**src/rtl/serial_alu_pkg.sv**
```systemverilog
// Shared ALU encodings and status words for the controller/execution boundary.
package defs;

  typedef enum logic [3:0] {
    ADD = 4'd1,
    SUB = 4'd2,
    AND = 4'd3,
    OR  = 4'd4,
    XOR = 4'd5
  } t_aluop;

  typedef struct packed {
    logic sign;
    logic zero;
    logic overflow;
    logic carryOut;
  } t_flag;

  typedef struct packed {
    logic ge;
    logic lt;
    logic ne;
    logic eq;
  } t_cmp;

  function automatic logic is_arith(t_aluop op);
    return (op == ADD) || (op == SUB);
  endfunction

endpackage

```
**src/rtl/serial_alu_slice.sv**
```systemverilog
// One SLICE-bit step of the serial datapath: main ALU slice plus the always-on a-b compare slice.
module alu_slice
  import defs::*;
#(
  parameter int SLICE = 8
) (
  input  t_aluop           op,
  input  logic [SLICE-1:0] a,
  input  logic [SLICE-1:0] b,
  input  logic             cin,
  input  logic             ccin,
  output logic [SLICE-1:0] r,
  output logic             cout,
  output logic [SLICE-1:0] d,
  output logic             ccout,
  output logic             cmsb
);

  logic [SLICE-1:0] bx;
  logic [SLICE:0]   sum;
  logic [SLICE-1:0] lo;
  logic [SLICE:0]   dsum;

  always_comb begin
    bx   = (op == SUB) ? ~b : b;
    sum  = {1'b0, a} + {1'b0, bx} + {{SLICE{1'b0}}, cin};
    // low SLICE-1 bits only: bit SLICE-1 of this is the carry into the slice MSB
    lo   = {1'b0, a[SLICE-2:0]} + {1'b0, bx[SLICE-2:0]} + {{(SLICE-1){1'b0}}, cin};
    dsum = {1'b0, a} + {1'b0, ~b} + {{SLICE{1'b0}}, ccin};
    d     = dsum[SLICE-1:0];
    ccout = dsum[SLICE];
    r    = '0;
    cout = 1'b0;
    cmsb = 1'b0;
    case (op)
      ADD, SUB: begin
        r    = sum[SLICE-1:0];
        cout = sum[SLICE];
        cmsb = lo[SLICE-1];
      end
      AND:     r = a & b;
      OR:      r = a | b;
      XOR:     r = a ^ b;
      default: r = '0;
    endcase
  end

endmodule

```
**src/rtl/serial_alu.sv**
```systemverilog
// Slice-serial ALU: LSB-first over N = WIDTH/SLICE cycles (N >= 2), valid/ready on both sides.
module serial_alu
  import defs::*;
#(
  parameter int WIDTH = 32,
  parameter int SLICE = 8
) (
  input  logic             clk,
  input  logic             rst,
  input  logic             in_valid,
  output logic             in_ready,
  input  logic [3:0]       op,
  input  logic [WIDTH-1:0] a,
  input  logic [WIDTH-1:0] b,
  output logic             out_valid,
  input  logic             out_ready,
  output logic [WIDTH-1:0] result,
  output t_flag            flag,
  output t_cmp             cmp
);

  localparam int N  = WIDTH / SLICE;
  localparam int CW = (N > 1) ? $clog2(N) : 1;

  typedef enum logic [1:0] {IDLE, RUN, DONE} t_state;

  t_state                 state;
  logic [CW-1:0]          cnt;
  t_aluop                 op_q;
  logic [WIDTH-1:0]       a_sh, b_sh;
  logic [WIDTH-SLICE-1:0] res_sh;
  logic                   carry, ccarry, zacc, dzacc;

  logic [SLICE-1:0] r_s, d_s;
  logic             cout, ccout, cmsb;
  logic [WIDTH-1:0] res_next;
  logic             last, arith, dsign, dov, lt, deq;

  alu_slice #(.SLICE(SLICE)) u_slice (
    .op(op_q), .a(a_sh[SLICE-1:0]), .b(b_sh[SLICE-1:0]),
    .cin(carry), .ccin(ccarry),
    .r(r_s), .cout(cout), .d(d_s), .ccout(ccout), .cmsb(cmsb)
  );

  assign in_ready  = (state == IDLE);
  assign out_valid = (state == DONE);
  assign res_next  = {r_s, res_sh};
  assign last      = (cnt == CW'(N - 1));
  assign arith     = is_arith(op_q);

  // Compare flags are only meaningful on the MSB slice, where a_sh/b_sh hold the operand tops.
  assign dsign = d_s[SLICE-1];
  assign dov   = (a_sh[SLICE-1] ^ b_sh[SLICE-1]) & (dsign ^ a_sh[SLICE-1]);
  assign lt    = dsign ^ dov;
  assign deq   = dzacc & ~|d_s;

  always_ff @(posedge clk or posedge rst) begin
    if (rst) begin
      state  <= IDLE;
      cnt    <= '0;
      op_q   <= ADD;
      a_sh   <= '0;
      b_sh   <= '0;
      res_sh <= '0;
      carry  <= 1'b0;
      ccarry <= 1'b1;
      zacc   <= 1'b1;
      dzacc  <= 1'b1;
      result <= '0;
      flag   <= '0;
      cmp    <= '0;
    end else begin
      case (state)
        IDLE: if (in_valid) begin
          op_q   <= t_aluop'(op);
          a_sh   <= a;
          b_sh   <= b;
          cnt    <= '0;
          carry  <= (op == SUB);
          ccarry <= 1'b1;
          zacc   <= 1'b1;
          dzacc  <= 1'b1;
          state  <= RUN;
        end
        RUN: begin
          a_sh   <= a_sh >> SLICE;
          b_sh   <= b_sh >> SLICE;
          res_sh <= res_next[WIDTH-1:SLICE];
          carry  <= cout;
          ccarry <= ccout;
          zacc   <= zacc & ~|r_s;
          dzacc  <= deq;
          cnt    <= cnt + 1'b1;
          if (last) begin
            result <= res_next;
            flag   <= '{sign: res_next[WIDTH-1], zero: zacc & ~|r_s,
                        overflow: arith & (cmsb ^ cout), carryOut: arith & cout};
            cmp    <= '{ge: ~lt, lt: lt, ne: ~deq, eq: deq};
            state  <= DONE;
          end
        end
        DONE: if (out_ready) state <= IDLE;
        default: state <= IDLE;
      endcase
    end
  end

endmodule

```
**config.mk**
```make
export PLATFORM = sky130hd
export DESIGN_NAME = serial_alu
export DESIGN_NICKNAME = d
export VERILOG_FILES = /design/src/rtl/serial_alu_pkg.sv /design/src/rtl/serial_alu_slice.sv /design/src/rtl/serial_alu.sv
export SDC_FILE = /design/constraint.sdc
export NUM_CORES = 1
export LEC_CHECK = 0
export BUFFER_PORTS_ARGS = -buffer_cell sky130_fd_sc_hd__buf_2
export CAP_MARGIN = 20
export CELL_PAD_IN_SITES_DETAIL_PLACEMENT = 1
export CELL_PAD_IN_SITES_GLOBAL_PLACEMENT = 1
export CORE_UTILIZATION = 46
export DETAILED_ROUTE_END_ITERATION = 7
export GPL_TIMING_DRIVEN = 0
export PLACE_DENSITY_LB_ADDON = 0.1
export SYNTH_ARGS = -nofsm -noshare
export SYNTH_HDL_FRONTEND = slang
export SYNTH_SLANG_ARGS = --single-unit
```
**constraint.sdc**
```tcl
create_clock -name clk -period 8.4 [get_ports clk]
set_input_delay 1.68 -clock clk [delete_from_list [all_inputs] [get_ports clk]]
set_output_delay 1.68 -clock clk [all_outputs]
set_load 0.01 [all_outputs]
```
==> After elaboration in Yosys (flattened, before gate mapping) <==
Index checks and enable logic that the tools add are counted.
{ "op_classes": {"eq_ne": 12, "n_reduce_logical": 12, "n_bitwise": 15, "n_addsub": 7, "muxes": 20} }
{ "op_table": {"columns": ["op", "n"], "rows": [
  ["$pmux W32 S2", 2],
  ["$mux W32", 2],
  ["$pmux W8 S4", 1],
  ["$add A8 B8 Y9", 2],
  ["$add A9 B1 Y9", 2],
  ["$reduce_or A8 Y1", 2],
  ["$eq A4 B2 Y1 const B", 3],
  ["$add A7 B7 Y8", 1],
  ["$add A8 B1 Y8", 1],
  ["$and A8 B8 Y8", 1],
  ["$eq A4 B3 Y1 const B", 2],
  ["$mux W2", 4],
  ["$mux W8", 1],
  ["$not A8 Y8", 1],
  ["$or A8 B8 Y8", 1],
  ["$pmux W1 S2", 4],
  ["$xor A8 B8 Y8", 1],
  ["$pmux W2 S3", 1],
  ["$reduce_and A2 Y1", 3],
  ["$and A1 B1 Y1", 5],
  ["$eq A2 B2 Y1 const B", 2],
  ["$eq A4 B1 Y1 const B", 1],
  ["$mux W1", 4],
  ["$ne A2 B2 Y1 const B", 2],
  ["other kinds (12)", 17]
]} }
{ "word_totals": {"wordCells": 85, "inputBits": 72, "ff_bits": 140, "output_inout_bits": 42} }

==> Depth between registers and ports, before layout <==
{ "depth": {"ltp_word": 9, "depth_mapped": 14, "ltp_nobuf": 14} }

==> Cells and area by module <==
A second synthesis with hierarchy kept.
{ "unflattened": {"hier_cells": 791, "area_unflattened_um2": 7035.5} }
{ "modules_own_cells": {"columns": ["module", "cells_per_inst", "seq_area_each_um2", "area_each_um2", "instances"], "rows": [
  ["serial_alu", 631, 3483.3, 5844.4, 1],
  ["alu_slice", 160, 0.0, 1191.1, 1]
]} }

==> Least setup slack after synthesis <==
OpenSTA, ideal clock, no wires.
{ "synth_path": {"path_kind": "register -> register", "startpoint": "reg op_q[0]", "endpoint": "reg zacc", "path_buffers": 2, "setup_ns": 0.105, "arrival_ns": 2.854, "synth_period_minus_slack_ns": 2.960, "slack_ns": 5.440, "required_ns": 8.295, "stages_incl_launch_ff": 15, "cell_sequence": "dfstp_2 > buf_6 > nor2_1 > and2_1 > buf_2 > xnor2_1 > fa_1 > inv_1 > fa_1 > nand2b_1 > a21oi_1 > o21ai_0 > a31oi_1 > inv_1 > o41ai_1"} }
{ "synth_between": {"elab_chain_len": 9, "elab_cells_between_ends": 14, "cone_classes": "add/sub (2); eq/ne (5); mux (3); bitwise (1); reduce/logical (3)"} }
{ "synth_lines": {"columns": ["element", "line_no", "source"], "rows": [
  ["start: declaration", "serial_alu.sv:29", "t_aluop op_q;"],
  ["start signal: assignment", "serial_alu.sv:75", "op_q <= t_aluop'(op);"],
  ["$eq A4 B2 Y1", "serial_alu_slice.sv:25, serial_alu_slice.sv:35", null],
  ["$mux W8", "serial_alu_slice.sv:25", "bx = (op == SUB) ? ~b : b;"],
  ["$add A8 B8 Y9", "serial_alu_slice.sv:26", "sum = {1'b0, a} + {1'b0, bx} + {{SLICE{1'b0}}, cin};"],
  ["$add A9 B1 Y9", "serial_alu_slice.sv:26", null],
  ["$pmux W8 S4 (*)", "serial_alu_slice.sv:35", "case (op)"],
  ["$reduce_or A8 Y1 (*)", "serial_alu.sv:91", "zacc <= zacc & ~|r_s;"],
  ["$logic_not A1 Y1 (*)", "serial_alu.sv:91", null],
  ["$and A1 B1 Y1 (*)", "serial_alu.sv:91", null],
  ["$pmux W1 S2 (*)", "serial_alu.sv:73", "case (state)"],
  ["end signal: assignment", "serial_alu.sv:91", null],
  ["end: declaration", "serial_alu.sv:32", "logic carry, ccarry, zacc, dzacc;"]
]} }
Mark *: on every way between the ends. The rest lies on a longest branch, timed or not.
A chain may end at the register's enable or synchronous reset.

==> Worst setup path in the final report <==
{ "layout_path": {"startpoint": "reg a_sh[1]", "endpoint": "reg cmp[1] (netlist name)"} }
{ "layout_between": {"elab_chain_len": 6} }
{ "layout_lines": {"columns": ["element", "line_no", "source"], "rows": [
  ["start: declaration", "serial_alu.sv:30", "logic [WIDTH-1:0] a_sh, b_sh;"],
  ["start signal: assignment", "serial_alu.sv:86", "a_sh <= a_sh >> SLICE;"],
  ["$add A8 B8 Y9", "serial_alu_slice.sv:29", "dsum = {1'b0, a} + {1'b0, ~b} + {{SLICE{1'b0}}, ccin};"],
  ["$add A9 B1 Y9", "serial_alu_slice.sv:29", null],
  ["$reduce_or A8 Y1", "serial_alu.sv:55", "assign deq = dzacc & ~|d_s;"],
  ["$logic_not A1 Y1", "serial_alu.sv:55", null],
  ["$and A1 B1 Y1", "serial_alu.sv:55", null],
  ["$not A1 Y1", "serial_alu.sv:98", "cmp <= '{ge: ~lt, lt: lt, ne: ~deq, eq: deq};"],
  ["end signal: assignment", "serial_alu.sv:98", null],
  ["end: declaration", "serial_alu.sv:19", "output t_cmp cmp"]
]} }
No other way between the ends.

==> summary.txt <==
Setup path
  • Max stage delay on crit path: 510 ps
  • CP max FO: 5
  • Worst r2r dst: cmp[1]
  • Reg2reg setup slack: 4690 ps
  • WP data required: 8700 ps
  • CP Class: register to register
  • CP arrival: 4010 ps
  • Crit-path cells: inv_1 -> ha_1 -> nand2b_1 -> a21oi_1 -> o21a_1 -> nor2_1 -> o21ai_0 -> a211oi_1 -> fa_1 -> nand4b_1 -> nor2_1 -> o21ai_0 -> nand4b_1 -> mux2_2
  • R2R cell count: 14
  • Critical Path Start Type: register
  • CP max-delay cell: fa_1
  • Worst r2r src: a_sh[1]
  • Setup crit start: a_sh[1]
  • CP endpoint kind: register

Timing
  • Slew @ Worst Pin: 1030 ps
  • Slew Limit Fails: 0
  • Final setup vio count: 0
  • Fmax: 0.269 GHz
  • Tmin final: 3710 ps
  • TNS Setup: 0 ps
  • Hold slack: 478 ps
  • Final hold violations: 0
  • Slew margin rel.: 30.7%
  • RSZ-0062 raised after global routing: no
  • Fin crit share: 44.2%
  • Clock skew: 12.1 ps

Drt
  • Initial DRC count: 240
  • Via count: 6027
  • Routed Antenna Nets: 0
  • DRC errors left: 6
  • DR WL/cell: 18.6 µm
  • Post-Route WL: 20400 µm
  • First-pass DRT Iterations: 8
  • Vias per std cell: 5.52

Floorplanning
  • Die area: 15700 µm²
  • Die X: 125 µm
  • I/O pin cnt: 114
  • Die Y: 125 µm
  • FP Rows: 44
  • Core box area: 14700 µm²
  • Starting Density: 47.5%

Outcome
  • Failing checks: design-rule violations
  • Result of the run: finished with violations

Logic synthesis
  • Top cells by area, synth: dfrtp_1, nand2_1, ha_1
  • Synth Area per Inst: 9.17 µm²
  • Post-synth EDFFs: 0
  • Top cell type's share of synthesized area: 48.3%
  • Yosys reg bits: 139
  • Synth Area in XOR/XNOR: 1.88%
  • Synthesized area: 6990 µm²
  • Simple-Gate Fraction of Synth Area: 18.4%
  • Leading area contributor after synthesis: dfrtp_1
  • Synth Instances: 762
  • Most used DFF post-synth: dfrtp_1
  • Seq/Total Area, Yosys: 49.8%
  • Compound-cell area share of the yosys netlist: 13.3%
  • Mux contribution to synthesized area: 4.66%
  • Syn_nets: 871
  • Largest family of logic cells by synthesized area: simple AND/OR/NAND/NOR gates
  • Ys async rst share: 100%
  • Ys Warns: 0
  • Post-synthesis adder-cell area fraction: 7.16%
  • Library cells used by synthesis: 53

Min path
  • Min-delay src: result[25]
  • Hold path endpoint: result[25]
  • Hold Crit Class: register to register
  • Hold Path Cell Cnt: 2

Finish
  • Fillers: 1730
  • Storage cell area: 3480 µm²
  • Area growth syn-to-layout: 20.0%
  • Nets@finish: 1004
  • Layout cell share with drive strength beyond 1: 21.3%
  • Area of the multi-input gates: 3170 µm²
  • N_diodes: 0

Clock network
  • Max H-tree Level: 4
  • Post-CTS setup buffer count: 0
  • # hold bufs at CTS: 0
  • TritonCTS clock tree: yes
  • Num CTS Buffers: 17
  • Post-CTS sizing: 0
  • Skew-Pair Late Insertion Delay: 430 ps
  • Clk buf depth: 2
  • Root Buffer: clkbuf_16
  • CTS sink count: 139
  • Worst-path clk slew: 60 ps

Placed design
  • PortBufs: 113
  • GP Congestion: 0.836
  • Hpwl dp: 14600 µm

Power and ir drop
  • Pwr/cell area: 474 nW/µm²
  • Lkg Pwr: 4.12 nW
  • Peak VDD IR: 0.193 mV

GRT
  • Grt total ovfl: 0
  • Vias in the first global route: 6663
  • Antenna violations before repair: 0
  • GRT Util Overall: 28.0%
  • Largest net degree at the start of global routing: 72
  • First-pass GRT wire length: 33800 µm

Run
  • Total of max-cap violations: 0
[Yosys cell counts (all sizes together) (3+ instances only)]
cell type  instances
clkbuf            35
and2               3
dfrtp            135
xor2               4
nor2              59
nand2            214
o22ai              5
a221oi             4
dfstp              4
nand3              7
inv               32
a31oi             52
mux2              28
a21oi             15
ha                32
nand2b             6
fa                 5
xnor2             11
buf               13
nor2b              7
a22oi              6
nor3               6
o21ai             48
[cell families (layout without fill, tap and decap cells)]
| family | after synthesis | after routing |
|---|---|---|
| simple gates | 314 | 314 |
| compound gates | 148 | 148 |
| flops | 139 | 139 |
| buf+inv | 80 | 226 |
| fa+ha+maj | 37 | 37 |
| mux | 29 | 29 |
| xor+xnor | 15 | 15 |
[worst max-delay path, delay by kind of cell (launching register included)]
kind            cells  cell delay (ps)
flops               1              470
buf+inv             1              150
fa+ha+maj           2              840
mux                 1              380
simple gates        5              880
compound gates      5              880
[cells in the final DEF (no fill, tap or decap), types with 3 or more instances in the layout]
cell type	synthesis	final
nand2_1	214	214
dfrtp_1	135	135
buf_2	3	116
nor2_1	59	59
a31oi_1	52	52
o21ai_0	47	47
clkbuf_1	35	36
ha_1	32	32
inv_1	31	30
mux2_2	28	28
clkbuf_16	0	17
a21oi_1	14	14
xnor2_1	11	11
nor2b_1	7	7
nand3_1	7	7
nor3_1	6	6
nand2b_1	6	6
a22oi_1	6	6
buf_1	6	6
o22ai_1	5	5
inv_6	0	5
fa_1	5	5
xor2_1	4	4
dfstp_2	4	4
clkinv_4	0	4
buf_6	3	3
and2_1	3	3
clkbuf_8	0	3
[worst max path at each step]
stage,to,slack [ps],cells after the start
final,cmp[1],4690,14
after global placement,b_sh[13],1500,2
after detailed placement,cmp[1],4700,14
after global routing,cmp[1],4480,14
after floorplan,a_sh[0],3000,1
after CTS,cmp[1],4670,14
[stage by stage]
stage          worst slack, ps  area, µm²  power [mW]  utilization [%]  cells
3_5_place_dp              4700       7820        3.23             53.2   1060
3_3_place_gp              1500       7780        3.11             53.0   1059
4_1_cts                   4670       8380        3.99             57.0   1092
6_report                  4690       8380        3.98             57.0   1092
5_1_grt                   4480       8380        4.29             57.0   1092
2_1_floorplan             3000       6990        2.58                -    762
[routing by layer]
| metal | GRT usage [%] | vias up | share of wire (%) |
|---|---|---|---|
| met3 | 5.01 | 45 | 3.5 |
| met5 | 0 | - | 0 |
| met2 | 49.0 | 159 | 50 |
| met4 | 12.4 | 0 | 3.3 |
| li1 | - | 2829 | - |
| met1 | 33.7 | 2994 | 44 |
[cell type report]
type,count,area share (%)
repair buffers,114,7.07
multi-input cells,543,37.9
plain buffers,48,2.51
clock inverters,11,1.16
inverters,32,1.49
well taps,184,2.75
flip-flops and latches,139,41.5
clock buffers,21,5.61
[state kept, by name, summed over array words and instances (netlist names)]
register	cells
state	2
ccarry	1
cnt	2
cmp	4
flag	3
result	32
res_sh	24
zacc	1
a_sh	32
carry	1
b_sh	32
dzacc	1
op_q	4
[power breakdown]
group	switching (mW)	leakage (nW)	internal, mW
clock	0.312	0.283	0.410
sequential	0.228	1.74	0.979
combinational	1.27	2.10	0.776
Note: power is estimated with default switching activity, not from simulation.
